--- src/rtl/seg7_decode.sv ---
// seg7_decode: filters and decodes an active-low 7-segment bus into a hex digit.
// Define SEG7_DECODE_DIR_EN to build the UP/DOWN step-direction outputs.
module seg7_decode #(
  parameter int STABLE_CYC = 4
) (
  input  logic       CLK,
  input  logic       RST,
  input  logic [6:0] SEG,
  output logic [3:0] DIGIT,
  output logic       DVALID,
  output logic       ERR,
  output logic       UP,
  output logic       DOWN,
  output logic [7:0] ERRCNT
);

  typedef enum logic {
    EMPTY,
    HAVE
  } state_e;

  localparam logic [6:0] BLANK = 7'h7f;
  localparam logic [7:0] STAB  = 8'(STABLE_CYC);

  // {recognised, digit}; segment order g..a
  function automatic logic [4:0] dec7(input logic [6:0] p);
    logic [4:0] r;
    case (p)
      7'b1000000: r = {1'b1, 4'h0};
      7'b1111001: r = {1'b1, 4'h1};
      7'b0100100: r = {1'b1, 4'h2};
      7'b0110000: r = {1'b1, 4'h3};
      7'b0011001: r = {1'b1, 4'h4};
      7'b0010010: r = {1'b1, 4'h5};
      7'b0000010: r = {1'b1, 4'h6};
      7'b1011000: r = {1'b1, 4'h7};
      7'b1111000: r = {1'b1, 4'h7};
      7'b0000000: r = {1'b1, 4'h8};
      7'b0010000: r = {1'b1, 4'h9};
      7'b0001000: r = {1'b1, 4'ha};
      7'b0000011: r = {1'b1, 4'hb};
      7'b1000110: r = {1'b1, 4'hc};
      7'b0100001: r = {1'b1, 4'hd};
      7'b0000110: r = {1'b1, 4'he};
      7'b0001110: r = {1'b1, 4'hf};
      default:    r = {1'b0, 4'h0};
    endcase
    return r;
  endfunction

  logic [6:0] s1_q, s2_q, s3_q, last_q;
  logic [6:0] s3_d, last_d;
  logic [7:0] cnt_q, cnt_d;
  logic       armed_q, armed_d;
  logic [3:0] digit_q, digit_d;
  logic       dvalid_q, dvalid_d;
  logic       err_q, err_d;
  logic [7:0] errcnt_q, errcnt_d;
  state_e     state_q, state_d;

  logic       chg, fire, newpat;
  logic       acc_v, acc_e;
  logic [4:0] dec;

  // stability filter and acceptance classification
  always_comb begin
    s3_d     = s2_q;
    chg      = (s2_q != s3_q);
    fire     = armed_q && (cnt_q == STAB);
    newpat   = fire && (s3_q != last_q);
    dec      = dec7(s3_q);
    acc_v    = newpat && dec[4];
    acc_e    = newpat && !dec[4] && (s3_q != BLANK);
    cnt_d    = cnt_q;
    armed_d  = armed_q;
    last_d   = last_q;
    digit_d  = digit_q;
    errcnt_d = errcnt_q;
    state_d  = state_q;
    if (chg) begin
      cnt_d   = 8'd1;
      armed_d = 1'b1;
    end else begin
      if (cnt_q != STAB)
        cnt_d = cnt_q + 8'd1;
      if (fire)
        armed_d = 1'b0;
    end
    if (newpat)
      last_d = s3_q;
    if (acc_v) begin
      digit_d = dec[3:0];
      state_d = HAVE;
    end
    if (acc_e && errcnt_q != 8'hff)
      errcnt_d = errcnt_q + 8'd1;
    dvalid_d = acc_v;
    err_d    = acc_e;
  end

  // synchroniser, filter and output registers
  always_ff @(posedge CLK or negedge RST) begin
    if (!RST) begin
      s1_q     <= BLANK;
      s2_q     <= BLANK;
      s3_q     <= BLANK;
      last_q   <= BLANK;
      cnt_q    <= 8'd0;
      armed_q  <= 1'b1;
      digit_q  <= 4'h0;
      dvalid_q <= 1'b0;
      err_q    <= 1'b0;
      errcnt_q <= 8'd0;
      state_q  <= EMPTY;
    end else begin
      s1_q     <= SEG;
      s2_q     <= s1_q;
      s3_q     <= s3_d;
      last_q   <= last_d;
      cnt_q    <= cnt_d;
      armed_q  <= armed_d;
      digit_q  <= digit_d;
      dvalid_q <= dvalid_d;
      err_q    <= err_d;
      errcnt_q <= errcnt_d;
      state_q  <= state_d;
    end
  end

`ifdef SEG7_DECODE_DIR_EN
  logic up_q, up_d, down_q, down_d;

  // step direction relative to the previous digit
  always_comb begin
    up_d   = acc_v && (state_q == HAVE) &&
             (dec[3:0] == digit_q + 4'd1);
    down_d = acc_v && (state_q == HAVE) &&
             (dec[3:0] == digit_q - 4'd1);
  end

  // direction pulse registers
  always_ff @(posedge CLK or negedge RST) begin
    if (!RST) begin
      up_q   <= 1'b0;
      down_q <= 1'b0;
    end else begin
      up_q   <= up_d;
      down_q <= down_d;
    end
  end

  assign UP   = up_q;
  assign DOWN = down_q;
`else
  assign UP   = 1'b0;
  assign DOWN = 1'b0;
`endif

  assign DIGIT  = digit_q;
  assign DVALID = dvalid_q;
  assign ERR    = err_q;
  assign ERRCNT = errcnt_q;

endmodule

--- config.mk ---
export PLATFORM = sky130hd
export DESIGN_NAME = seg7_decode
export DESIGN_NICKNAME = d
export VERILOG_FILES = /design/src/rtl/seg7_decode.sv
export SDC_FILE = /design/constraint.sdc
export NUM_CORES = 1
export LEC_CHECK = 0
export CAP_MARGIN = 20
export CORE_ASPECT_RATIO = 2
export CORE_MARGIN = 1
export CORE_UTILIZATION = 55
export DETAILED_ROUTE_END_ITERATION = 12
export PLACE_DENSITY_LB_ADDON = 0.1
export SYNTH_ARGS = -nofsm -noshare
export SYNTH_HDL_FRONTEND = slang
export SYNTH_SLANG_ARGS = --single-unit
--- constraint.sdc ---
create_clock -name CLK -period 2.2 [get_ports CLK]
set_input_delay 0.22 -clock CLK [delete_from_list [all_inputs] [get_ports CLK]]
set_output_delay 0.22 -clock CLK [all_outputs]
set_load 0.005 [all_outputs]
==> results of run 1 <==
-- state kept, by name, summed over array words and instances (netlist names) --
| signal | cells |
|---|---|
| ERRCNT | 8 |
| armed_q | 1 |
| s2_q | 7 |
| ERR | 1 |
| last_q | 7 |
| DIGIT | 4 |
| cnt_q | 8 |
| s3_q | 7 |
| s1_q | 7 |
| DVALID | 1 |
-- final timing paths --
kind / to / slack [ps] / cells past startpoint
min in group asynchronous: cnt_q[2]$_DFFE_PN0P_ / 320 / 2
worst max register to register: DIGIT[0]$_DFFE_PN0P_ / 30 / 7
max in group asynchronous: s3_q[1]$_DFF_PN1_ / 1320 / 3
worst min-delay path: s1_q[0]$_DFF_PN1_ / 310 / 1
worst max-delay path: DIGIT[0]$_DFFE_PN0P_ / 30 / 7
worst min register to register: s2_q[5]$_DFF_PN1_ / 360 / 0
-- metal layers --
layer / track usage (%) / share of wire (%) / vias up
met5: 0 / 0 / -
met4: 11.0 / 3.3 / 0
met3: 3.44 / 2.1 / 16
met2: 44.2 / 59 / 41
met1: 24.9 / 35 / 866
li1: - / - / 832
-- cell usage after synthesis, drive strengths merged, types with 2 or more instances --
library cell,n
nor4,3
nand2b,6
nand4,5
and2,2
or3,4
ha,3
and4,2
buf,15
a2111oi,2
nand3,15
a21oi,5
nand2,11
o21ai,7
nor2,12
xnor2,19
and3,4
xor2,7
mux2,9
dfstp,29
nor3,8
dfrtp,22
a31oi,3
inv,4
-- cell usage in the layout (no fill, tap or decap), drive strengths merged, types with 5 or more instances in the layout --
master,n
dfstp,29
nand3,15
buf,28
mux2,9
nor3,8
dfrtp,22
a21oi,5
xnor2,19
xor2,7
nand2,11
clkbuf,5
nand4,5
nand2b,6
clkdlybuf4s50,21
o21ai,7
nor2,12
inv,6
-- final cells by class --
type	count	area [um^2]	share of cell area [%]
Clock inverter	3	33.8	1.11
Clock buffer	5	68.8	2.27
Timing Repair Buffer	50	457	15.0
Sequential cell	51	1320	43.3
Inverter	4	15.0	0.494
Multi-Input combinational cell	144	1080	35.5
Tap cell	54	67.6	2.22
-- per-stage QoR --
step | total power [mW] | std cells
detailed placement | 1.15 | 291
floorplan | 1.09 | 214
global placement | 1.14 | 291
finish | 1.73 | 311
CTS | 1.74 | 300
global route | 1.82 | 311
-- power breakdown --
part | switching [mW] | total, mW | internal, mW | leakage [nW]
clock | 0.339 | 0.581 | 0.242 | 0.0519
combinational | 0.0759 | 0.150 | 0.0744 | 0.592
sequential | 0.0267 | 1.00 | 0.975 | 0.606
total | 0.442 | 1.73 | 1.29 | 1.25
-- kinds of logic after synthesis --
logic type      synth area share [%]
other cells                    0.150
buf+inv                         5.10
fa+ha+maj                       1.50
simple gates                    18.2
compound gates                  9.05
mux                             4.50
flops                           52.5
xor+xnor                        9.10
-- repair_timing --
item                                    in CTS  in global routing
hold buffers                                 1                  0
endpoints found under the hold margin       10                  0
gates resized for setup                      0                  9
setup buffers                                0                 11
endpoints found under the setup margin       0                  6
==> results.md, run 1 <==
Detailed routing:
- The vias per cell is 5.64.
- The number of DRC violations after detailed-routing iteration 0 is 28.
- The number of detailed-routing iterations run before antenna repair is 4.
- Once detail routing completed, the nets flagged for antenna violations numbered 0.
- The routed wire length is 5.17 mm.
- Dividing the detail-routed wire length by the instance count gives 16.6 um.
- For this run, design rule violations remaining after detail routing come to 0.
- The count of vias placed by the detailed router is 1755.

Synthesis:
- By area the synthesized netlist is led by sky130_fd_sc_hd__dfstp_2 30%, sky130_fd_sc_hd__dfrtp_1 22%, sky130_fd_sc_hd__xnor2_1 6.7%, sky130_fd_sc_hd__buf_4 3.0%, sky130_fd_sc_hd__nand3_1 3.0%.
- The dominant cell type by area after synthesis is sky130_fd_sc_hd__dfstp_2.
- The cell area after synthesis is 2500 um^2.
- The mean cell area of the mapped netlist is 11.7 um^2.
- The most common flop cell mapped by yosys is sky130_fd_sc_hd__dfstp_2.
- The number of different library cells used by synthesis comes to 51.
- After synthesis, flip-flops and latches occupy 52.4% of the total area.
- The fraction of synthesized cell area taken by the top area cell type is 30.5%.
- The synthesized design contains 51 register bits.
- The number of cells produced by synthesis is 213.
- In this run, synthesis inferred 0 flip-flops with an integrated enable.
- The number of warning messages in the yosys log is 0.
- The async set-or-reset flop fraction in the synthesized netlist is 100%.

Die:
- The area of the core is 4340 um^2.
- The width of the die is 49.7 um.
- The initial utilization of the core area, before any placement, comes to 57.7%.
- The number of ports placed on the die boundary is 25.
- The total die area is 4840 um^2.
- The floorplan has 34 rows.
- Measured along the y axis, the die boundary spans 97.4 um.

Placement:
- During placement, the flow inserted port buffers numbering 22.
- Summing all placed instances gives a cell area of 2810 um^2.
- Timing analysis after detailed placement gives a worst setup slack of 56.6 ps.
- At the end of routability-driven placement, the weighted congestion stood at 0.938.
- Detailed placement ended at an HPWL of 3.82 mm.

Cells and area:
- From synthesis to final layout, the design area changed by 21.4%.
- The end-of-flow core utilization is 70.0%.
- The number of antenna diodes in the final layout is 0.
- Counting the fill cells in the layout gives 338.
- In the final layout, the share of cells above drive strength 1 is 32.3%.
- The post-layout instance area is 3040 um^2.
- After the last flow step, the layout net total stands at 268.

Critical path:
- Traced cell by cell, the critical path runs through buf_6, or3_4, a2111oi_4, a31o_4, nor3_4, nor2_4, mux2_4.
- The stage delay of the slowest cell on the critical path is 420 ps.
- The count of buffering cells on the critical path with inverters included is 1.
- Among all stages on the critical path, the largest delay is contributed by sky130_fd_sc_hd__dfstp_2.
- The required time of the critical path is 2400 ps.
- The largest fanout on the critical path is 6.
- The launch point of the worst reg-to-reg path is s3_q[3]$_DFF_PN1_.
- Data on the critical path arrives at its endpoint at 2370 ps.
- The startpoint-to-endpoint class of the critical path is reg2reg.
- The worst setup path is launched from a register.
- The category of cells accounting for the largest share of critical-path delay is simple AND/OR/NAND/NOR gates.
- Tracing the worst setup path back leads to its startpoint at s3_q[3]$_DFF_PN1_.
- The kind of end point of the critical path is a register.

Outcome:
- The run finished with clean final reports.

Timing:
- The final hold violation count is 0.
- The least setup slack across all paths after layout is 31.8 ps.
- The sum of negative setup slack is 0 ps.
- The final count of negative-setup-slack endpoints is 0.
- The number of pins exceeding their max-slew limit in the final report is 0.
- Of the available clock period, the critical path in the final layout requires 98.6%.
- The clock period minus final worst setup slack is 2170 ps.
- The post-route worst hold slack is 314 ps.
- Derived from the worst setup path, the maximum achievable clock frequency is 0.461 GHz.
- The largest clock skew in the final design is 9.59 ps.

Worst hold path:
- The worst hold path class is in2reg.
- The launch point of the worst hold path is SEG[0].

Job:
- Max-cap violations in this run came to 0.

Global routing:
- The initial antenna violation count is 0.
- The number of global-route vias before repair is 1828.
- Entering global routing, the biggest net connects 42 pins.
- The first global-routing pass estimated 8.54 mm of wire.
- After global routing the overflow that remains totals 0.
- The global-route usage over all layers is 23.7%.

Clock tree:
- After clock tree synthesis, the clock-pin slew on the worst setup and hold paths is 100 ps.
- The count of H-tree levels built during CTS is 2.
- TritonCTS built the clock tree.
- The tree built by TritonCTS fans out to 51 sinks.
- The cell sitting at the root of the clock tree is a sky130_fd_sc_hd__clkbuf_8.
- No sink is reached through more buffers than the 2 on the longest clock path.
- Clock tree synthesis inserted a total of 5 buffers.
- For the worst-skew pair, the clock arrives at the later sink with an insertion delay of 310 ps.

Power and ir drop:
- The leakage dissipation is 1.25 nW.
- The maximum vdd drop is 0.636 mV.
- Power spread over the standard cell area amounts to 570 nW/um^2.
Note: power is estimated with default switching activity, not from simulation.
==> inputs of run 2 (changes only) <==
--- a/config.mk
+++ b/config.mk
@@ -11,6 +11,7 @@
 export CORE_UTILIZATION = 55
 export DETAILED_ROUTE_END_ITERATION = 12
 export PLACE_DENSITY_LB_ADDON = 0.1
+export SLEW_MARGIN = 15
 export SYNTH_ARGS = -nofsm -noshare
 export SYNTH_HDL_FRONTEND = slang
 export SYNTH_SLANG_ARGS = --single-unit
==> results of run 2 <==
Final layout, timing and power as in run 1 (identical DEF).
